**src/rtl/if_prefetch_queue_if.sv**
```systemverilog
// Instruction-fetch bus bundle: SRAM-like inst port plus the fetch-to-decode handshake.
interface if_prefetch_queue_if;
    logic        inst_sram_req;
    logic        inst_sram_wr;
    logic [1:0]  inst_sram_size;
    logic [31:0] inst_sram_addr;
    logic [3:0]  inst_sram_wstrb;
    logic [31:0] inst_sram_wdata;
    logic        inst_sram_addr_ok;
    logic        inst_sram_data_ok;
    logic [31:0] inst_sram_rdata;
    logic        fs_to_ds_valid;
    logic        ds_allowin;
    logic [31:0] fs_pc;
    logic [31:0] fs_inst;
    logic        fs_exc_adel;
    logic [31:0] fs_badvaddr;

    modport master (
        output inst_sram_req, inst_sram_wr, inst_sram_size, inst_sram_addr,
               inst_sram_wstrb, inst_sram_wdata,
        input  inst_sram_addr_ok, inst_sram_data_ok, inst_sram_rdata,
        output fs_to_ds_valid, fs_pc, fs_inst, fs_exc_adel, fs_badvaddr,
        input  ds_allowin
    );

    modport slave (
        input  inst_sram_req, inst_sram_wr, inst_sram_size, inst_sram_addr,
               inst_sram_wstrb, inst_sram_wdata,
        output inst_sram_addr_ok, inst_sram_data_ok, inst_sram_rdata,
        input  fs_to_ds_valid, fs_pc, fs_inst, fs_exc_adel, fs_badvaddr,
        output ds_allowin
    );
endinterface

```
**src/rtl/if_prefetch_queue.sv**
```systemverilog
// Multi-outstanding fetch front end with in-order instruction queue; data reaches decode one cycle after data_ok,
// or in the same cycle with IF_BYPASS_EN. Requests stall when in-flight + queued entries would exceed the queue.
module if_prefetch_queue #(
    parameter logic [31:0] RESET_PC        = 32'hbfc00000,
    parameter int          MAX_OUTSTANDING = 2,
    parameter int          QUEUE_DEPTH     = 4
) (
    input  logic        clk,
    input  logic        reset,
    input  logic        redirect_valid,
    input  logic [31:0] redirect_pc,
    if_prefetch_queue_if.master bus
);
    localparam int IW  = $clog2(MAX_OUTSTANDING + 1);
    localparam int IPW = (MAX_OUTSTANDING > 1) ? $clog2(MAX_OUTSTANDING) : 1;
    localparam int QW  = $clog2(QUEUE_DEPTH + 1);
    localparam int QPW = $clog2(QUEUE_DEPTH);
    localparam logic [IPW-1:0] IFL_LAST = IPW'(MAX_OUTSTANDING - 1);

    typedef struct packed {
        logic [31:0] pc;
        logic [31:0] inst;
        logic        adel;
    } fq_entry_t;

    logic [31:0]    fpc_q, fpc_d;
    logic [IW-1:0]  inflight_q, inflight_d, discard_q, discard_d;
    logic           halt_q, halt_d;
    logic [IPW-1:0] ifl_wr_q, ifl_wr_d, ifl_rd_q, ifl_rd_d;
    logic [QW-1:0]  qcount_q, qcount_d;
    logic [QPW-1:0] qhead_q, qhead_d, qtail_q, qtail_d;
    logic [31:0]    ifl_pc_q [MAX_OUTSTANDING];
    fq_entry_t      queue_q  [QUEUE_DEPTH];

    logic [31:0] occ;
    logic        fetch_ok, req, adel_enq, push, pop, keep, bypass, enq, deq, q_nonempty;
    fq_entry_t   resp_entry, enq_entry, out_entry;

    function automatic logic [IPW-1:0] ifl_inc(input logic [IPW-1:0] p);
        return (p == IFL_LAST) ? '0 : p + IPW'(1);
    endfunction

    // Responses already owed to discard do not occupy queue space.
    assign occ        = 32'(inflight_q) - 32'(discard_q) + 32'(qcount_q);
    assign fetch_ok   = !reset && !redirect_valid && !halt_q && (occ < 32'(QUEUE_DEPTH));
    assign req        = fetch_ok && (fpc_q[1:0] == 2'b00) && (32'(inflight_q) < 32'(MAX_OUTSTANDING));
    assign adel_enq   = fetch_ok && (fpc_q[1:0] != 2'b00) && (inflight_q == discard_q);
    assign push       = req && bus.inst_sram_addr_ok;
    assign pop        = bus.inst_sram_data_ok;
    assign keep       = pop && (discard_q == '0);
    assign q_nonempty = (qcount_q != '0);
    assign resp_entry = '{pc: ifl_pc_q[ifl_rd_q], inst: bus.inst_sram_rdata, adel: 1'b0};

`ifdef IF_BYPASS_EN
    assign bypass = !reset && !q_nonempty && keep && bus.ds_allowin;
`else
    assign bypass = 1'b0;
`endif

    assign enq       = !redirect_valid && (adel_enq || (keep && !bypass));
    assign enq_entry = adel_enq ? '{pc: fpc_q, inst: 32'h0, adel: 1'b1} : resp_entry;
    assign deq       = !reset && q_nonempty && bus.ds_allowin;
    assign out_entry = q_nonempty ? queue_q[qhead_q] : resp_entry;

    assign bus.inst_sram_req   = req;
    assign bus.inst_sram_wr    = 1'b0;
    assign bus.inst_sram_size  = 2'h2;
    assign bus.inst_sram_addr  = fpc_q;
    assign bus.inst_sram_wstrb = 4'h0;
    assign bus.inst_sram_wdata = 32'h0;
    assign bus.fs_to_ds_valid  = !reset && (q_nonempty || bypass);
    assign bus.fs_pc           = out_entry.pc;
    assign bus.fs_inst         = out_entry.inst;
    assign bus.fs_exc_adel     = out_entry.adel;
    assign bus.fs_badvaddr     = out_entry.adel ? out_entry.pc : 32'h0;

    always_comb begin
        ifl_wr_d   = push ? ifl_inc(ifl_wr_q) : ifl_wr_q;
        ifl_rd_d   = pop  ? ifl_inc(ifl_rd_q) : ifl_rd_q;
        inflight_d = inflight_q + IW'(push) - IW'(pop);
        fpc_d      = push ? fpc_q + 32'd4 : fpc_q;
        halt_d     = halt_q || adel_enq;
        discard_d  = (pop && discard_q != '0) ? discard_q - IW'(1) : discard_q;
        qtail_d    = enq ? qtail_q + QPW'(1) : qtail_q;
        qhead_d    = deq ? qhead_q + QPW'(1) : qhead_q;
        qcount_d   = qcount_q + QW'(enq) - QW'(deq);
        if (redirect_valid) begin
            // Everything still in flight (minus the one returning now) is stale.
            fpc_d     = redirect_pc;
            halt_d    = 1'b0;
            discard_d = inflight_q - IW'(pop);
            qtail_d   = '0;
            qhead_d   = '0;
            qcount_d  = '0;
        end
    end

    always_ff @(posedge clk) begin
        if (reset) begin
            fpc_q      <= RESET_PC;
            inflight_q <= '0;
            discard_q  <= '0;
            halt_q     <= 1'b0;
            ifl_wr_q   <= '0;
            ifl_rd_q   <= '0;
            qcount_q   <= '0;
            qhead_q    <= '0;
            qtail_q    <= '0;
        end else begin
            fpc_q      <= fpc_d;
            inflight_q <= inflight_d;
            discard_q  <= discard_d;
            halt_q     <= halt_d;
            ifl_wr_q   <= ifl_wr_d;
            ifl_rd_q   <= ifl_rd_d;
            qcount_q   <= qcount_d;
            qhead_q    <= qhead_d;
            qtail_q    <= qtail_d;
        end
    end

    always_ff @(posedge clk) begin
        if (!reset && push) ifl_pc_q[ifl_wr_q] <= fpc_q;
        if (!reset && enq)  queue_q[qtail_q]   <= enq_entry;
    end

    a_no_orphan_data_ok: assert property (@(posedge clk) disable iff (reset)
        !(bus.inst_sram_data_ok && inflight_q == '0));
endmodule
```
**src/flat_wrapper.sv**
```systemverilog
// flat-port wrapper written by rule: the top's interface ports become plain ports
module if_prefetch_queue_flat 
#(
    parameter logic [31:0] RESET_PC        = 32'hbfc00000,
    parameter int          MAX_OUTSTANDING = 2,
    parameter int          QUEUE_DEPTH     = 4
)
  (clk, reset, redirect_valid, redirect_pc, bus_inst_sram_req, bus_inst_sram_wr, bus_inst_sram_size, bus_inst_sram_addr, bus_inst_sram_wstrb, bus_inst_sram_wdata, bus_inst_sram_addr_ok, bus_inst_sram_data_ok, bus_inst_sram_rdata, bus_fs_to_ds_valid, bus_fs_pc, bus_fs_inst, bus_fs_exc_adel, bus_fs_badvaddr, bus_ds_allowin);
  if_prefetch_queue_if bus_i ();
  input  logic clk;
  input  logic reset;
  input  logic redirect_valid;
  input  logic [31:0] redirect_pc;
  output wire logic [$bits(bus_i.inst_sram_req)-1:0] bus_inst_sram_req;
  output wire logic [$bits(bus_i.inst_sram_wr)-1:0] bus_inst_sram_wr;
  output wire logic [$bits(bus_i.inst_sram_size)-1:0] bus_inst_sram_size;
  output wire logic [$bits(bus_i.inst_sram_addr)-1:0] bus_inst_sram_addr;
  output wire logic [$bits(bus_i.inst_sram_wstrb)-1:0] bus_inst_sram_wstrb;
  output wire logic [$bits(bus_i.inst_sram_wdata)-1:0] bus_inst_sram_wdata;
  input wire logic [$bits(bus_i.inst_sram_addr_ok)-1:0] bus_inst_sram_addr_ok;
  input wire logic [$bits(bus_i.inst_sram_data_ok)-1:0] bus_inst_sram_data_ok;
  input wire logic [$bits(bus_i.inst_sram_rdata)-1:0] bus_inst_sram_rdata;
  output wire logic [$bits(bus_i.fs_to_ds_valid)-1:0] bus_fs_to_ds_valid;
  output wire logic [$bits(bus_i.fs_pc)-1:0] bus_fs_pc;
  output wire logic [$bits(bus_i.fs_inst)-1:0] bus_fs_inst;
  output wire logic [$bits(bus_i.fs_exc_adel)-1:0] bus_fs_exc_adel;
  output wire logic [$bits(bus_i.fs_badvaddr)-1:0] bus_fs_badvaddr;
  input wire logic [$bits(bus_i.ds_allowin)-1:0] bus_ds_allowin;
  assign bus_inst_sram_req = bus_i.inst_sram_req;
  assign bus_inst_sram_wr = bus_i.inst_sram_wr;
  assign bus_inst_sram_size = bus_i.inst_sram_size;
  assign bus_inst_sram_addr = bus_i.inst_sram_addr;
  assign bus_inst_sram_wstrb = bus_i.inst_sram_wstrb;
  assign bus_inst_sram_wdata = bus_i.inst_sram_wdata;
  assign bus_i.inst_sram_addr_ok = bus_inst_sram_addr_ok;
  assign bus_i.inst_sram_data_ok = bus_inst_sram_data_ok;
  assign bus_i.inst_sram_rdata = bus_inst_sram_rdata;
  assign bus_fs_to_ds_valid = bus_i.fs_to_ds_valid;
  assign bus_fs_pc = bus_i.fs_pc;
  assign bus_fs_inst = bus_i.fs_inst;
  assign bus_fs_exc_adel = bus_i.fs_exc_adel;
  assign bus_fs_badvaddr = bus_i.fs_badvaddr;
  assign bus_i.ds_allowin = bus_ds_allowin;
  if_prefetch_queue #(.RESET_PC(RESET_PC), .MAX_OUTSTANDING(MAX_OUTSTANDING), .QUEUE_DEPTH(QUEUE_DEPTH)) u_core (.clk(clk), .reset(reset), .redirect_valid(redirect_valid), .redirect_pc(redirect_pc), .bus(bus_i));
endmodule
```
**config.mk**
```make
export PLATFORM = sky130hd
export DESIGN_NAME = if_prefetch_queue_flat
export DESIGN_NICKNAME = d
export VERILOG_FILES = /design/src/rtl/if_prefetch_queue_if.sv /design/src/rtl/if_prefetch_queue.sv /design/src/flat_wrapper.sv
export SDC_FILE = /design/constraint.sdc
export NUM_CORES = 1
export LEC_CHECK = 0
export BUFFER_PORTS_ARGS = -buffer_cell sky130_fd_sc_hd__buf_2
export CORE_UTILIZATION = 55
export CTS_BUF_LIST = sky130_fd_sc_hd__clkbuf_16
export DETAILED_ROUTE_END_ITERATION = 8
export GPL_TIMING_DRIVEN = 0
export PLACE_DENSITY = 0.77
export SLEW_MARGIN = 20
export SYNTH_ARGS = -nofsm -noshare
export SYNTH_HDL_FRONTEND = slang
export SYNTH_SLANG_ARGS = --single-unit
```
**constraint.sdc**
```tcl
create_clock -name clk -period 6.9 [get_ports clk]
set_input_delay 1.035 -clock clk [delete_from_list [all_inputs] [get_ports clk]]
set_output_delay 1.035 -clock clk [all_outputs]
set_load 0.01 [all_outputs]
```
======== After elaboration in Yosys (flattened, before gate mapping) ========
Memory sizes are Yosys's and may differ from the RTL's. A register that Yosys moved wholly into a read port is not among the register bits.
Cells that the tools add are included.
word-level totals
  register bits ........................... 46
  memory bits (writable) .................. 324
  bits of input ports ..................... 70
  output and inout bits ................... 170
  word-level logic and storage cells ...... 72
  memories kept ........................... 2
cells by class
  add/subtract/negate cells ............... 13
  magnitude comparators ................... 2
  eq/ne operators ......................... 1
  muxes and demuxes ....................... 17
  reductions and logical operators ........ 28
memory list
  name             words  width  read ports  clocked after memory_dff  wr ports  line                     source
  u_core.queue_q   4      65     1           1                         1         if_prefetch_queue.sv:33  fq_entry_t queue_q [QUEUE_DEPTH];
  u_core.ifl_pc_q  2      32     1           1                         1         if_prefetch_queue.sv:32  logic [31:0] ifl_pc_q [MAX_OUTSTANDING];
operator list
  cell                                                 count
  2-to-1 mux 65 bit                                    2
  2-to-1 mux 32 bit                                    3
  adder 32 x 3 -> 32 bit                               1
  adder 32 x 3 -> 32 bit, second input constant        1
  < comparator 32 x 3 -> 1 bit, second input constant  1
  logical AND 1 bit                                    15
  2-to-1 mux 1 bit                                     8
  2-to-1 mux 2 bit                                     4
  nonzero test 2 bit                                   4
  adder 2 x 1 -> 2 bit, second input constant          2
  logical NOT 2 bit                                    2
  subtractor 2 x 1 -> 2 bit                            2
  adder 3 x 1 -> 3 bit                                 1
  logical NOT 1 bit                                    3
  nonzero test 3 bit                                   1
  subtractor 2 x 2 -> 3 bit                            1
  subtractor 3 x 1 -> 3 bit                            1
  adder 1 bit, second input constant                   2
  adder 2 x 1 -> 2 bit                                 1
  equality test 2 bit                                  1
  logical OR 1 bit                                     2
  < comparator 2 bit, second input constant            1
  OR reduction 2 bit                                   1
  subtractor 2 x 1 -> 2 bit, second input constant     1

======== Logic depth before layout (Yosys ltp) ========
  word-level depth ........................ 11
  depth in mapped cells ................... 22
  depth with buffers taken out ............ 20

======== Worst setup path after synthesis ========
Ideal clock, no wire load.
  path kind ............................... register -> register
  start ................................... register u_core.discard_q[0]
  end ..................................... memory u_core.ifl_pc_q[0][0], enable pin
  setup time .............................. 0.421 ns
  data arrival time ....................... 4.827 ns
  required time ........................... 6.479 ns
  slack ................................... 1.652 ns
  cell stages (with the launch flop) ...... 14
  buffers on the path ..................... 1
  clock period less this slack ............ 5.248 ns
  cell sequence ........................... dfxtp_1 > ha_1 > fa_1 > inv_1 > ha_1 > and3b_1 > or2_2 > o21ai_0 > ha_1 > or4_1 > or4_1 > a211o_1 > buf_1 > nor2_1
on the way
  word-level cells in the longest chain between the ends .. 10
RTL lines
  element                                 line                      source
  from (decl)                             if_prefetch_queue.sv:27   logic [IW-1:0] inflight_q, inflight_d, discard_q, discard_d;
  from (signal assigned)                  if_prefetch_queue.sv:112  discard_q <= discard_d;
  subtractor 2 x 2 -> 3 bit               if_prefetch_queue.sv:44   assign occ = 32'(inflight_q) - 32'(discard_q) + 32'(qcount_q);
  adder 32 x 3 -> 32 bit                  if_prefetch_queue.sv:44
  < comparator 32 x 3 -> 1 bit            if_prefetch_queue.sv:45   assign fetch_ok = !reset && !redirect_valid && !halt_q && (occ < 32'(QUEUE_DEPTH));
  logical AND 1 bit                       if_prefetch_queue.sv:45
  logical AND 1 bit (2 in a row)          if_prefetch_queue.sv:46   assign req = fetch_ok && (fpc_q[1:0] == 2'b00) && (32'(inflight_q) < 32'(MAX_OUTSTANDING));
  logical AND 1 bit                       if_prefetch_queue.sv:48   assign push = req && bus.inst_sram_addr_ok;
  logical AND 1 bit                       if_prefetch_queue.sv:123  if (!reset && push) ifl_pc_q[ifl_wr_q] <= fpc_q;
  2-to-1 mux 1 bit                        if_prefetch_queue.sv:123
  2-to-1 mux 1 bit (not written as such)  if_prefetch_queue.sv:123
  to (decl)                               if_prefetch_queue.sv:32
Every way passes these cells.

======== Worst setup path in the final report ========
  start ................................... register u_core.discard_q[0]
  end ..................................... register u_core.qcount_q[2]
on the way
  word-level cells in the longest chain between the ends .. 10
  elaborated cells between the ends (all ways) .. 13
  classes of those cells .................. 4 x add/sub; 1 x order compare; 1 x eq/ne; 7 x reduce/logical
RTL lines
  element                         line                      source
  subtractor 2 x 2 -> 3 bit       if_prefetch_queue.sv:44
  adder 32 x 3 -> 32 bit          if_prefetch_queue.sv:44
  < comparator 32 x 3 -> 1 bit    if_prefetch_queue.sv:45
  logical AND 1 bit               if_prefetch_queue.sv:45
  logical AND 1 bit (2 in a row)  if_prefetch_queue.sv:47   assign adel_enq = fetch_ok && (fpc_q[1:0] != 2'b00) && (inflight_q == discard_q);
  logical OR 1 bit *              if_prefetch_queue.sv:60   assign enq = !redirect_valid && (adel_enq || (keep && !bypass));
  logical AND 1 bit *             if_prefetch_queue.sv:60
  adder 3 x 1 -> 3 bit *          if_prefetch_queue.sv:86   qcount_d = qcount_q + QW'(enq) - QW'(deq);
  subtractor 3 x 1 -> 3 bit *     if_prefetch_queue.sv:86
  to (signal assigned)            if_prefetch_queue.sv:116  qcount_q <= qcount_d;
  to (decl)                       if_prefetch_queue.sv:30   logic [QW-1:0] qcount_q, qcount_d;
Mark *: on every way between the ends. The rest lies on a longest branch, timed or not.
A chain may end at the register's enable or synchronous reset.

==> flow_summary_export.csv <==
group,metric,value,unit
route,viasPerCell,5.82,
synthesis,synthMuxAreaShare,0.116,
synthesis,yosys_warnings,0,
cts,clock-sinks,373,
grt,grt_pass1_vias,10557,
floorplan,core_area,29000,sq um
worst_setup_path,worstSetupPathType,"reg2reg",
synthesis,synthAdderAreaFrac,0.0162,
route,drt.antenna.violating_nets,0,
floorplan,die_h,175,um
synthesis,synth_seq_cells,373,
pwr,leakage,7.25,nW
cts,insertion_delay,0.52,ns
cells_and_area,multi_input_area,5250,sq um
route,drt_pass1_iterations,6,
worst_setup_path,crit_end,"u_core.qcount_q[2]",
cts,path_clk_slew,0.06,ns
place,place_congestion,0.933,
cts,hold_buffers,0,
place,portBuffers,200,
worst_setup_path,ff2ff_path_depth,21,
sta,maxSlewHeadroom,0.340,
synthesis,synthDistinctLibCells,59,
run,drv_cap,0,
grt,overflow,0,
cts,numCtsBuffers,38,
floorplan,num_rows,62,
sta,slew_viol_final,0,
route,wl_per_cell,21.0,um
sta,hold_viol_final,0,
sta,fin_crit_sh,0.775,
sta,fin_skew,0.0220,ns
synthesis,synth_ff_type,"edfxtp_1",
worst_setup_path,worstPathArrival,5.74,ns
cts,ctsHtreeMaxLevel,2,
grt,grt_first_pass_wirelength,60000,um
sta,fin_tns_setup,0,ns
worst_setup_path,cp_max_fo,10,
synthesis,synth_edf_count,324,
grt,antenna_found_initial,0,
cells_and_area,drive_above_1_share,0.248,
place,dp_hpwl,26900,um
worst_setup_path,timing.rr.end,"u_core.qcount_q[2]",
worst_setup_path,critPathCaptureType,"flip-flop",
worst_setup_path,worst_setup_path_start_kind,"flip-flop",
worst_setup_path,critical_path.startpoint,"u_core.discard_q[0]",
cells_and_area,nNetsFinal,1553,
sta,worst_slew_pin_slew,0.980,ns
cts,root_buffer,"clkbuf_16",
sta,rsz0062_at_grt,"no",
worst_setup_path,r2r-start,"u_core.discard_q[0]",
status,status,"finished, final reports clean",
sta,fmax,187,MHz
grt,groute.usage.overall,0.258,
synthesis,synth-seq-area-share,0.652,
hold_path,hp-class,"reg2reg",
floorplan,io_pins,240,
cts,postCtsSetupRepairBufs,0,
cts,cts_tree,"built",
synthesis,synth_area_per_cell,13.9,sq um
grt,grt_max_degree,40,
route,dr_total_vias,10897,
synthesis,yosys.area_share.simple,0.115,
sta,fin_crit,5.35,ns
synthesis,synth-xor-area-share,0.00533,
synthesis,synth_area,16400,sq um
floorplan,dieArea,30600,sq um
pwr,peakVddDrop,0.151,mV
cts,ctsResizeCount,0,
synthesis,async_flop_share,0,
worst_setup_path,critPathRequiredTime,7.29,ns
synthesis,synth_top_family_by_area,"multiplexers",
floorplan,initial_utilization,0.566,
synthesis,synth_compound_area_frac,0.0561,
cts,clock_path_buffers,3,
pwr,power-per-cell-area,250,nW/um^2
cells_and_area,insertedDiodeCount,0,
route,dr.first_iter.drc_count,1080,
synthesis,netlist_instances,1179,
sta,hold_ws,0.485,ns
worst_setup_path,rrSetupSlack,1.55,ns
cells_and_area,final-seq-area,10700,sq um
route,drc,0,
sta,finalSetupViolCount,0,
cells_and_area,fill_cells,2114,
floorplan,die_w,175,um
route,wirelength,39300,um
cells_and_area,area_growth_syn_to_layout,18.0,%
==> cell usage after synthesis, types with 11 or more instances <==
library cell / number / share of area
clkbuf_1: 49 / 0.011
a21oi_1: 37 / 0.011
buf_1: 20 / 0.0046
nor2_1: 68 / 0.016
o21ai_0: 43 / 0.013
ha_1: 18 / 0.014
and2_1: 39 / 0.015
edfxtp_1: 324 / 0.59
nand2_1: 156 / 0.036
mux4_2: 65 / 0.089
or4_1: 11 / 0.0050
buf_4: 39 / 0.018
mux2i_1: 40 / 0.024
nand3_1: 17 / 0.0052
dfxtp_1: 49 / 0.060
inv_1: 22 / 0.0050
and3_1: 46 / 0.018
==> metrics by stage <==
step | power (W) | utilization | worst slack [ns] | cells | instance area (sq um)
6_report | 0.00484 | 0.668 | 1.55 | 1873 | 19400
5_1_grt | 0.00499 | 0.668 | 1.27 | 1873 | 19400
4_1_cts | 0.00486 | 0.668 | 1.59 | 1873 | 19400
3_5_place_dp | 0.00298 | 0.628 | 1.62 | 1807 | 18200
3_3_place_gp | 0.00296 | 0.622 | -0.00189 | 1800 | 18000
2_1_floorplan | 0.00281 | - | 1.65 | 1216 | 16600
==> power breakdown <==
part / total [W] / switching, W / leakage, nW / internal [W]
Sequential: 0.00252 / 0.0000394 / 3.34 / 0.00248
Clock: 0.00191 / 0.000810 / 0.596 / 0.00110
Combinational: 0.000410 / 0.000247 / 3.31 / 0.000163
Total: 0.00484 / 0.00110 / 7.25 / 0.00374
==> worst min path at each step <==
stage	from	endpoint	slack (ns)	cells after the start
6_report	u_core.halt_q	u_core.halt_q	0.48	2
2_1_floorplan	u_core.halt_q	u_core.halt_q	0.44	2
3_3_place_gp	u_core.halt_q	u_core.halt_q	0.45	2
4_1_cts	u_core.halt_q	u_core.halt_q	0.48	2
3_5_place_dp	u_core.halt_q	u_core.halt_q	0.47	2
5_1_grt	u_core.halt_q	u_core.halt_q	0.52	2
==> layer usage <==
metal,GRT usage,up-vias,part of all wire
met3,0.0337,60,0.076
met5,0,-,0
li1,-,4964,-
met1,0.358,5351,0.41
met4,0.0746,0,0.022
met2,0.431,522,0.49
==> area by class of cell <==
class,count,area share
sequential,373,0.553
buffer,109,0.0287
inverter,22,0.00426
tap,384,0.0248
clock inverter,27,0.00878
timing repair buffer,207,0.0590
clock buffer,39,0.0504
multi-input combinational,712,0.271
==> state kept, by name, summed over array words and instances, names as in the netlist, named ones only <==
register / count
u_core.queue_q: 260
u_core.ifl_pc_q: 64
u_core.bus.inst_sram_addr: 32
u_core.qcount_q: 3
u_core.discard_q: 2
u_core.inflight_q: 2
u_core.qhead_q: 2
u_core.qtail_q: 2
u_core.halt_q: 1
u_core.ifl_rd_q: 1
u_core.ifl_wr_q: 1
==> critical path, stage by stage (launching register included) <==
cell      delay, ns
dfxtp_1        0.34
ha_1           0.21
fa_1           0.47
inv_1          0.04
ha_1           0.25
and3b_1        0.18
or2_2          0.31
o21ai_0        0.23
a21boi_0       0.24
ha_1           0.27
and3b_1        0.18
nand4_1        0.18
a211o_1        0.18
clkbuf_1       0.58
clkbuf_1       0.59
a21oi_1        0.16
ha_1           0.22
inv_1          0.07
fa_1           0.17
xor2_1         0.17
xnor2_1        0.14
nor2_1         0.05
==> cells by family after synthesis <==
group	Yosys count
muxes	108
DFF	373
buffers and inverters	131
and+or+nand+nor	389
AOI/OAI and AO/OA	146
xor gates and xnor gates	10
adders and majority gates	20
other	2
==> cells in the final DEF (no fill, tap or decap), types with 31 or more instances in the layout <==
cell type / n
a21oi_1: 37
and2_1: 39
and3_1: 42
buf_2: 201
buf_4: 40
clkbuf_1: 49
clkbuf_16: 39
conb_1: 39
dfxtp_1: 49
edfxtp_1: 324
inv_1: 31
mux2i_1: 40
mux4_2: 65
nand2_1: 156
nor2_1: 66
o21ai_0: 43
No activity file was read; power rests on OpenSTA's default activity.
